File: config.mk
export PLATFORM = sky130hd
export DESIGN_NAME = usb_mem_arbiter
export DESIGN_NICKNAME = d
export VERILOG_FILES = /design/src/rtl/usb_mem_arbiter.sv
export SDC_FILE = /design/constraint.sdc
export NUM_CORES = 1
export LEC_CHECK = 0
export ABC_AREA = 1
export BUFFER_PORTS_ARGS = -buffer_cell sky130_fd_sc_hd__clkbuf_2
export CORE_AREA = 4 4 99 101
export CTS_CLUSTER_SIZE = 24
export DETAILED_ROUTE_END_ITERATION = 10
export DIE_AREA = 0 0 103 105
export GPL_TIMING_DRIVEN = 0
export HOLD_SLACK_MARGIN = 0.06
export MAX_ROUTING_LAYER = met4
export PLACE_DENSITY = 0.58
export SLEW_MARGIN = 20
export SYNTH_ARGS = -nofsm -noshare
export SYNTH_HDL_FRONTEND = slang
export SYNTH_SLANG_ARGS = --single-unit
File: constraint.sdc
create_clock -name clk -period 1.4 [get_ports clk]
set_clock_uncertainty 0.1 [all_clocks]
set_input_delay 0.14 -clock clk [delete_from_list [all_inputs] [get_ports clk]]
set_output_delay 0.14 -clock clk [all_outputs]
set_load 0.05 [all_outputs]
File: src/rtl/usb_mem_arbiter.sv
// Two-requester Avalon-MM arbiter in front of one single-cycle memory port.
// Alternating priority on contention, out-of-range/read+write error counting.
module usb_mem_arbiter #(
  parameter int NUM_WORDS = 1536,
  parameter int ERR_W     = 8
) (
  input  logic             clk,
  input  logic             reset_n,
  // requester 0
  input  logic [10:0]      m0_address,
  input  logic [3:0]       m0_byteenable,
  input  logic             m0_read,
  input  logic             m0_write,
  input  logic [31:0]      m0_writedata,
  output logic             m0_waitrequest,
  output logic [31:0]      m0_readdata,
  output logic             m0_readdatavalid,
  // requester 1
  input  logic [10:0]      m1_address,
  input  logic [3:0]       m1_byteenable,
  input  logic             m1_read,
  input  logic             m1_write,
  input  logic [31:0]      m1_writedata,
  output logic             m1_waitrequest,
  output logic [31:0]      m1_readdata,
  output logic             m1_readdatavalid,
  // memory port
  output logic [10:0]      mem_address,
  output logic [3:0]       mem_byteenable,
  output logic [31:0]      mem_writedata,
  output logic             mem_chipselect,
  output logic             mem_write,
  output logic             mem_clken,
  input  logic [31:0]      mem_readdata,
  // status
  output logic [ERR_W-1:0] err_count,
  output logic             last_grant
);

  // Handshake: a requester holds read/write until a cycle in which its
  // waitrequest is low; that cycle is the accept and occupies the memory port.

  logic act0, act1;
  logic win;
  logic accept;
  logic sel_read, sel_write;
  logic in_range;
  logic is_err;
  logic rd_only;

  logic             last_grant_q, last_grant_d;
  logic [ERR_W-1:0] err_q, err_d;
  logic             rvalid_q, rvalid_d;
  logic             rowner_q, rowner_d;
  logic             rzero_q, rzero_d;
  logic [31:0]      rdata;

  // Requests are masked while in reset so nothing is accepted or issued.
  always_comb begin
    act0      = (m0_read | m0_write) & reset_n;
    act1      = (m1_read | m1_write) & reset_n;
    win       = act1 & (~act0 | ~last_grant_q);
    accept    = act0 | act1;
    sel_read  = win ? m1_read  : m0_read;
    sel_write = win ? m1_write : m0_write;
    in_range  = ({21'd0, (win ? m1_address : m0_address)} < 32'(NUM_WORDS));
    rd_only   = sel_read & ~sel_write;
    is_err    = accept & (~in_range | (sel_read & sel_write));
  end

  always_comb begin
    mem_address    = win ? m1_address    : m0_address;
    mem_byteenable = win ? m1_byteenable : m0_byteenable;
    mem_writedata  = win ? m1_writedata  : m0_writedata;
    mem_chipselect = accept & in_range;
    mem_write      = accept & in_range & sel_write;
    mem_clken      = 1'b1;
    m0_waitrequest = ~(accept & ~win);
    m1_waitrequest = ~(accept & win);
  end

  always_comb begin
    last_grant_d = last_grant_q;
    err_d        = err_q;
    rvalid_d     = accept & rd_only;
    rowner_d     = rowner_q;
    rzero_d      = rzero_q;
    if (accept) begin
      last_grant_d = win;
      rowner_d     = win;
      rzero_d      = ~in_range;
    end
    if (is_err && (err_q != {ERR_W{1'b1}})) begin
      err_d = err_q + 1'b1;
    end
  end

  always_ff @(posedge clk or negedge reset_n) begin
    if (!reset_n) begin
      last_grant_q <= 1'b1;
      err_q        <= '0;
      rvalid_q     <= 1'b0;
      rowner_q     <= 1'b0;
      rzero_q      <= 1'b0;
    end else begin
      last_grant_q <= last_grant_d;
      err_q        <= err_d;
      rvalid_q     <= rvalid_d;
      rowner_q     <= rowner_d;
      rzero_q      <= rzero_d;
    end
  end

  // Out-of-range reads never touched the memory, so the stale port output is masked.
  always_comb begin
    rdata            = rzero_q ? 32'd0 : mem_readdata;
    m0_readdatavalid = rvalid_q & ~rowner_q;
    m1_readdatavalid = rvalid_q & rowner_q;
    m0_readdata      = m0_readdatavalid ? rdata : 32'd0;
    m1_readdata      = m1_readdatavalid ? rdata : 32'd0;
    err_count        = err_q;
    last_grant       = last_grant_q;
  end

endmodule

==> results of run 1 <==
==> state kept, by name, indices dropped and copies added, names as in the netlist <==
| name | count |
|---|---|
| err_count | 8 |
| last_grant | 1 |
| rowner_q | 1 |
| rvalid_q | 1 |
| rzero_q | 1 |
==> synth_stat cells (2+ instances only) <==
cell,count,area share
nand3_1,9,0.025
nor2_4,2,0.012
buf_2,4,0.011
nor3_1,64,0.18
mux2_2,39,0.24
buf_6,2,0.012
nand2_1,32,0.066
o21ai_0,3,0.0082
xor2_1,4,0.019
dfrtp_1,11,0.15
clkbuf_1,12,0.025
xnor2_1,2,0.0096
nor2_1,5,0.010
inv_1,43,0.088
nand2_4,2,0.012
mux2_4,6,0.049
nand4_1,8,0.027
==> kinds of logic (layout without fill, tap and decap cells) <==
group / Yosys count / in the layout
fa+ha+maj: 1 / 1
compound gates: 6 / 6
flops: 12 / 12
other cells: 1 / 1
mux: 45 / 45
buf+inv: 63 / 375
simple gates: 124 / 125
xor+xnor: 6 / 6
==> worst min path at each step <==
stage | from | to | cells after the start
global route | m0_address[9] | rzero_q | 5
CTS | m0_read | rvalid_q | 5
global placement | reset_n | err_count[7] | 1
detailed placement | reset_n | err_count[7] | 1
finish | m0_read | rvalid_q | 5
floorplan | reset_n | err_count[0] | 0
==> power breakdown <==
part | total (mW) | leakage (nW) | internal, mW | switching, mW
registers | 0.531 | 0.150 | 0.426 | 0.105
logic | 3.51 | 3.06 | 1.55 | 1.96
clock network | 0.376 | 0.0288 | 0.248 | 0.128
==> repair_timing <==
| action | CTS | global route |
|---|---|---|
| pin swaps | 38 | 5 |
| setup buffers | 21 | 19 |
| resized for setup | 311 | 120 |
| endpoints found under the setup margin | 128 | 130 |
| cloned | 14 | 0 |
| hold endpoints to repair | 12 | 0 |
| hold buffers | 1 | 0 |
==> layout by cell type, fill, tap and decap left out, types with 2 or more instances in the layout <==
master and count:
buf_6 14, clkbuf_8 19, clkbuf_4 8, buf_8 87, nand2_8 3, dfrtp_2 5
xnor2_1 2, mux2_4 32, nand3_4 4, mux2_2 13, nand4_1 8, nand2_2 8
buf_12 5, nor2_1 5, o21ai_2 2, dfrtp_1 6, nand3_1 5, nand2_4 9
clkbuf_16 35, xor2_1 4, buf_4 24, nor2_4 2, nor3_4 64, inv_4 2
inv_1 39, nand2_1 16, clkbuf_2 138
==> metal layers <==
| layer | vias to the layer above | track usage |
|---|---|---|
| met5 | - | - |
| li1 | 1497 | - |
| met2 | 170 | 0.418 |
| met4 | 0 | 0.0851 |
| met3 | 28 | 0.0347 |
| met1 | 1482 | 0.222 |
==> worst max-delay path, delay by kind of cell, from the launching register on <==
kind            cells  cell delay (ps)
flops               1              560
buf+inv             3              430
mux                 1              310
simple gates        1              120
compound gates      1               80
==> stage by stage <==
stage	hold slack, ps	utilization	cells
after floorplan	-256	-	258
after global placement	-41.1	0.475	626
after detailed placement	-38.0	0.475	626
after CTS	181	0.688	665
after global routing	219	0.725	682
final	182	0.725	682
==> area by class of cell <==
type / instances / area (µm²)
Timing Repair Buffer: 308 / 3190
Fill cell: 584 / 2480
Multi-Input combinational cell: 184 / 2270
Buffer: 20 / 398
Sequential cell: 12 / 308
Inverter: 43 / 175
Tap cell: 111 / 139
Clock buffer: 4 / 55.1
==> out/qor.csv, run 1 <==
stage,metric,value,unit
floorplan,I/O pins,259,
status,violated checks,negative setup slack,
drt,initial drt markers,83,
setup_path,crit-path max FO,5,
drt,DR WL met2,7020,µm
setup_path,critical path endpoint,mem_writedata[16],
logic_synthesis,post-synthesis mux area share,0.290,
setup_path,crit end category,output port,
logic_synthesis,Post-Synth Simple-Gate Area,0.341,
sta,unrepaired setup endpoints after global routing,yes,
setup_path,"setup slack, reg-to-reg",-540,ps
global_routing,first-pass GRT wire length,18500,µm
logic_synthesis,Synth Area per Inst,7.09,µm²
global_routing,vias in the first global route,3476,
logic_synthesis,Syn Nets,391,
sta,Least-Margin Pin Slew,555,ps
logic_synthesis,post-synthesis adder-cell area fraction,0.00684,
place,DP Area,0.00428,mm²
drt,via count of the routed design,3177,
place,IO buf count,257,
setup_path,required time worst endpoint,1160,ps
logic_synthesis,xor and xnor area share after synthesis,0.0287,
global_routing,initial antenna violation count,0,
logic_synthesis,Netlist Area Pre-Place,0.00183,mm²
clock_network,clk slew on worst S/H paths,50,ps
cells_and_area,Final Instance Area,0.00654,mm²
sta,worst setup slack after layout,-582,ps
cells_and_area,P&R area growth vs syn,258,%
status,status,finished with violations,
floorplan,core area,0.00902,mm²
cells_and_area,ANT cells,0,
clock_network,Clock Tree Root,clkbuf_8,
place,hpwl dp,8280,µm
floorplan,die extent in x,103,µm
drt,Post-DRT Antenna Nets,0,
setup_path,Critical Path Start,last_grant,
job,Max-cap violations,0,
drt,Avg Vias per Cell,4.66,
cells_and_area,Nets,705,
place,DP Worst Slack,-667,ps
clock_network,TritonCTS clock tree,built,
setup_path,sequence of cells on the critical path,"o21ai_4, nand2_4, buf_4, buf_12, mux2_4, clkbuf_16",
drt,WL final,12400,µm
clock_network,H-tree Lvls,1,
logic_synthesis,Ys Warns,0,
global_routing,largest net degree at the start of global routing,13,
logic_synthesis,Post-synth ARST share,1.00,
global_routing,GRT Total Usage,0.222,
pwr,power per standard cell area,676,mW/mm²
sta,Final min period,1980,ps
clock_network,# clock sinks,12,
sta,fin. max-slew vios,0,
sta,Slew Limit Headroom,0.629,
floorplan,die height,105,µm
logic_synthesis,largest family of logic cells by synthesized area,simple AND/OR/NAND/NOR gates,
global_routing,GRT overflow,0,
pwr,peak supply drop,0.000568,V
clock_network,clock latency on the worst-skew pair,240,ps
sta,Final period util,1.42,
logic_synthesis,Mapped Cells,258,
cells_and_area,share of layout cells above drive strength 1,0.844,
setup_path,CP max stage delay,560,ps
setup_path,r2r startpoint,last_grant,
floorplan,full die area,0.0108,mm²
drt,Max Used Layer,met4,
setup_path,Arrival @ worst endpoint,1740,ps
worst_hold_path,Hold WC Path Type,in -> reg,
logic_synthesis,Post-synth EDFFs,0,
floorplan,standard-cell row count,35,
clock_network,TritonCTS buffer count,3,
setup_path,critical path class,reg -> out,
clock_network,Max Root-Sink Buffers,2,
sta,endpoints failing setup,128,
drt,WL per Instance,18.1,µm
pwr,leakage power total,3.23,nW
logic_synthesis,"Top FF cell, synth",dfrtp_1,
setup_path,startpoint types,flip-flop,
place,Final Wtd Congestion,0.932,
setup_path,Reg2Reg Depth,12,
logic_synthesis,sequential share of the synthesized area,0.165,
drt,TritonRoute pass-1 iters,4,
sta,final hold violations,0,
sta,setup_tns,-45380,ps
pwr,total power,4.42,mW
setup_path,FF-to-FF End,err_count[0],
drt,routed wl met3,942,µm
logic_synthesis,Cell variety after synth,27,
floorplan,Starting Density,0.203,
setup_path,critical path's slowest cell,dfstp_2,
drt,Metal-1 WL,4000,µm
sta,Max Clk Rate,504,MHz
logic_synthesis,Seq cells post-synth,12,
logic_synthesis,Synth Area in Compound Gates,0.0246,
drt,DRC errors left,0,
(Power assumes the default switching activity.)
==> inputs of run 2 (changes only) <==
CORE_AREA = 4 4 98 100   (was 4 4 99 101)
DIE_AREA = 0 0 102 104   (was 0 0 103 105)
PLACE_DENSITY = 0.57   (was 0.58)
clock period = 2.1 ns   (was 1.4 ns; I/O delays follow)
==> out/qor.csv, run 2 (synthesis results as in run 1) <==
stage,metric,value,unit
drt,via count of the routed design,2788,
clock_network,clock latency on the worst-skew pair,240,ps
setup_path,Critical Path Start,last_grant,
setup_path,critical path endpoint,mem_address[5],
setup_path,Reg2Reg Depth,7,
global_routing,grt met1 use,0.167,
pwr,total power,2.05,mW
setup_path,required time worst endpoint,1790,ps
global_routing,global-route met2 utilization,0.305,
floorplan,I/O pins,259,
drt,DRC errors left,0,
cells_and_area,Nets,658,
cells_and_area,max reg flops,8,
cells_and_area,P&R area growth vs syn,98.4,%
floorplan,standard-cell row count,34,
place,IO buf count,257,
clock_network,H-tree Lvls,1,
global_routing,largest net degree at the start of global routing,13,
cells_and_area,most frequent cells in the layout,"clkbuf_2, nor3_1, inv_1",
drt,Post-DRT Antenna Nets,0,
sta,Final period util,1.00,
cells_and_area,FILL cells,940,
sta,worst setup slack after layout,-2.08,ps
floorplan,Starting Density,0.211,
setup_path,startpoint types,flip-flop,
cells_and_area,share of layout cells above drive strength 1,0.637,
clock_network,Max Root-Sink Buffers,2,
setup_path,FF-to-FF End,err_count[7],
setup_path,r2r startpoint,err_count[0],
drt,WL per Instance,14.5,µm
sta,Max Clk Rate,476,MHz
sta,final hold violations,0,
clock_network,TritonCTS buffer count,3,
drt,TritonRoute pass-1 iters,4,
status,violated checks,negative setup slack,
place,DP Area,0.00328,mm²
global_routing,GRT overflow,0,
floorplan,full die area,0.0106,mm²
clock_network,# clock sinks,12,
clock_network,clk slew on worst S/H paths,50,ps
sta,Min Hold Slack,259,ps
sta,Least-Margin Pin Slew,564,ps
job,Max-cap violations,0,
place,Final Wtd Congestion,0.831,
cells_and_area,ANT cells,0,
clock_network,Clock Tree Root,clkbuf_8,
floorplan,die height,104,µm
status,status,finished with violations,
clock_network,TritonCTS clock tree,built,
drt,initial drt markers,47,
pwr,leakage power total,2.17,nW
setup_path,crit end category,output port,
global_routing,initial antenna violation count,0,
setup_path,"setup slack, reg-to-reg",270,ps
global_routing,met3 Use GR,0.0268,
sta,unrepaired setup endpoints after global routing,yes,
global_routing,first-pass GRT wire length,13500,µm
sta,Final min period,2100,ps
setup_path,critical path class,reg -> out,
place,hpwl dp,7940,µm
global_routing,vias in the first global route,2642,
sta,endpoints failing setup,1,
floorplan,core area,0.00868,mm²
global_routing,Most Crowded Layer GR,met2,
sta,Slew Limit Headroom,0.623,
pwr,peak supply drop,0.000355,V
pwr,power per standard cell area,565,mW/mm²
drt,Avg Vias per Cell,4.41,
worst_hold_path,Hold WC Path Type,in -> reg,
global_routing,GRT Total Usage,0.161,
drt,WL final,9180,µm
floorplan,die extent in x,102,µm
sta,setup_tns,-2.08,ps
cells_and_area,Final Instance Area,0.00363,mm²
setup_path,crit-path max FO,8,
setup_path,Arrival @ worst endpoint,1790,ps
sta,fin. max-slew vios,0,
cells_and_area,"leading cell type in the layout, fill and taps excluded",clkbuf_2,
[run 2: cell count changes in the layout (fill, tap and decap cells not counted), moves of 17 or more]
cell / previous run / this run
buf_4: 24 / 7
mux2_4: 32 / 7
clkbuf_2: 138 / 210
clkbuf_4: 8 / 34
nor3_1: 0 / 64
nor3_4: 64 / 0
mux2_2: 13 / 38
clkbuf_16: 35 / 1
buf_8: 87 / 11
[run 2: critical path: stages (launching register included)]
cell       delay (ps)
dfstp_2           550
o21ai_4            90
nand2_4           130
bufbuf_16         280
mux2_2            350
buf_8             160
[run 2: layout make-up]
class                           instances  area [µm²]  area share
Timing Repair Buffer                  262        1560       0.429
Sequential cell                        12         302      0.0832
Inverter                               43         165      0.0455
Clock buffer                            4        45.0      0.0124
Tap cell                              108         135      0.0373
Multi-Input combinational cell        183        1300       0.358
Buffer                                 20         124      0.0342
[run 2: where the power goes]
group / internal (mW) / total [mW] / leakage [nW] / switching [mW]
clock: 0.133 / 0.214 / 0.0228 / 0.0809
combinational: 0.496 / 1.50 / 2.00 / 1.01
sequential: 0.279 / 0.334 / 0.156 / 0.0553
total: 0.908 / 2.05 / 2.17 / 1.14
[run 2: metrics by stage]
step           cells  setup WS (ps)   util
2_1_floorplan    258          -75.5      -
3_5_place_dp     623          -74.3  0.378
3_3_place_gp     623          -53.3  0.378
4_1_cts          631          -15.7  0.414
5_1_grt          632          -54.3  0.418
6_report         632          -2.08  0.418
[run 2: how the worst min path moves through the flow]
stage                  from  depth (start not counted)      endpoint  slack [ps]
global placement    reset_n                          1  err_count[5]          20
finish              m0_read                          5      rvalid_q         260
CTS                 m0_read                          5      rvalid_q         260
detailed placement  reset_n                          1  err_count[5]          30
floorplan           reset_n                          0  err_count[0]        -190
global route        m0_read                          5      rvalid_q         320
[run 2: routing by layer]
metal  vias to the layer above  routed length [µm]
li1                       1394                   -
met1                      1221                3260
met2                       162                4760
met3                        11                 956
met4                         0                 195
met5                         -                   0
[run 2: what timing repair did]
action,CTS,global route
pin swaps,1,1
hold buffers,1,0
setup buffers,2,1
endpoints found under the setup margin,43,95
gates cloned,1,0
resized for setup,62,29
hold endpoints to repair,12,0
==> inputs of run 3 (changes only) <==
RECOVER_POWER = 50   (was default)
SETUP_SLACK_MARGIN = 0.2   (was default)
==> out/qor.csv, run 3 (synthesis results as in run 1) <==
stage,metric,value,unit
clock_network,# clock sinks,12,
sta,Slew Limit Headroom,0.587,
sta,Max Clk Rate,480,MHz
place,DP Worst Slack,-58.7,ps
floorplan,die extent in x,102,µm
floorplan,I/O pins,259,
setup_path,Arrival @ worst endpoint,1770,ps
drt,WL per Instance,15.3,µm
sta,Final period util,0.991,
global_routing,largest net degree at the start of global routing,13,
global_routing,GRT overflow,0,
setup_path,critical path class,reg -> out,
floorplan,full die area,0.0106,mm²
cells_and_area,FILL cells,840,
clock_network,TritonCTS buffer count,3,
global_routing,first-pass GRT wire length,14700,µm
drt,Avg Vias per Cell,4.42,
clock_network,clock latency on the worst-skew pair,240,ps
global_routing,initial antenna violation count,0,
cells_and_area,most frequent cells in the layout,"clkbuf_2, nor3_1, clkbuf_4",
cells_and_area,P&R area growth vs syn,141,%
worst_hold_path,Hold WC Path Type,in -> reg,
cells_and_area,Multi-input gate area,0.00156,mm²
sta,endpoints failing setup,0,
clock_network,Clock Tree Root,clkbuf_8,
drt,Post-DRT Antenna Nets,0,
sta,Least-Margin Pin Slew,619,ps
clock_network,TritonCTS clock tree,built,
drt,initial drt markers,31,
floorplan,die height,104,µm
sta,fin. max-slew vios,0,
setup_path,crit end category,output port,
sta,worst setup slack after layout,18.6,ps
setup_path,crit-path max FO,8,
place,hpwl dp,7670,µm
sta,setup_tns,0,ps
pwr,leakage power total,2.59,nW
global_routing,GRT Total Usage,0.173,
cells_and_area,max reg flops,8,
pwr,peak supply drop,0.000397,V
setup_path,startpoint types,flip-flop,
cells_and_area,share of layout cells above drive strength 1,0.688,
cells_and_area,FF+latch area,304,µm²
setup_path,required time worst endpoint,1790,ps
floorplan,core area,0.00868,mm²
clock_network,H-tree Lvls,1,
pwr,power per standard cell area,533,mW/mm²
sta,unrepaired setup endpoints after global routing,yes,
drt,TritonRoute pass-1 iters,4,
drt,DRC errors left,0,
place,DP Area,0.00346,mm²
place,IO buf count,257,
sta,Min Hold Slack,245,ps
cells_and_area,ANT cells,0,
cells_and_area,Final Instance Area,0.00441,mm²
floorplan,Starting Density,0.211,
job,Max-cap violations,0,
sta,final hold violations,0,
clock_network,Max Root-Sink Buffers,2,
cells_and_area,Nets,676,
cells_and_area,"leading cell type in the layout, fill and taps excluded",clkbuf_2,
status,status,"complete, no violations",
clock_network,clk slew on worst S/H paths,50,ps
floorplan,standard-cell row count,34,
sta,Final min period,2080,ps
drt,WL final,9950,µm
place,Final Wtd Congestion,0.801,
pwr,total power,2.35,mW
global_routing,vias in the first global route,2917,
drt,via count of the routed design,2872,
## run 3: cell types whose count changed in the layout (fill, tap and decap cells not counted), moves of 4 or more
cell       previous run  this run
buf_4                 7        25
buf_12                1         7
buf_6                 0         4
clkbuf_4             34        46
mux2_4                7        44
nor3_2                0         8
nand2_1              29        19
clkbuf_16             1         5
nor3_1               64        56
nand2_2               2        10
mux2_2               38         1
buf_8                11        26
clkbuf_2            210       164
## run 3: power breakdown
group,switching (mW),internal [mW]
clock network,0.0808,0.133
logic,1.08,0.712
registers,0.0623,0.283
## run 3: cell type report
cell class                      instances  share of cell area
Timing Repair Buffer                  279               0.463
Multi-Input combinational cell        184               0.353
Inverter                               43              0.0375
Buffer                                 20              0.0366
Clock buffer                            4              0.0102
Tap cell                              108              0.0306
Sequential cell                        12              0.0690
## run 3: what timing repair did
action                                  CTS  global route
cloned                                    3             0
gates resized for setup                 139            96
endpoints found under the setup margin  109           120
pin swaps                                 6             6
buffers inserted                         16             3
hold buffers                              1             0
endpoints found under the hold margin    12             0
## run 3: worst max-delay path: stages (launching register included)
cell and delay [ps]:
dfstp_2 560, o21ai_4 90, nand2_4 140, buf_8 130, buf_12 120, mux2_4 310, clkbuf_16 170
## run 3: through the flow
stage,util,std cells
3_3_place_gp,0.399,623
3_5_place_dp,0.399,623
2_1_floorplan,-,258
4_1_cts,0.490,647
6_report,0.508,650
5_1_grt,0.508,650
## run 3: routing by layer
layer,up-vias,GRT usage,part of all wire
met5,-,-,0
met4,0,0.0272,0.011
met3,8,0.0309,0.081
met2,138,0.332,0.55
met1,1297,0.183,0.35
li1,1429,-,-
## run 3: final timing paths
path / from / cells after the start / to / slack (ps)
setup / recovery: last_grant / 6 / mem_writedata[29] / 20
hold / removal: m0_read / 5 / rvalid_q / 240
setup reg to reg: last_grant / 11 / err_count[6] / 240
hold reg to reg: err_count[1] / 2 / err_count[1] / 420
max in group asynchronous: reset_n / 2 / err_count[0] / 1020
min in group asynchronous: reset_n / 2 / err_count[6] / 480
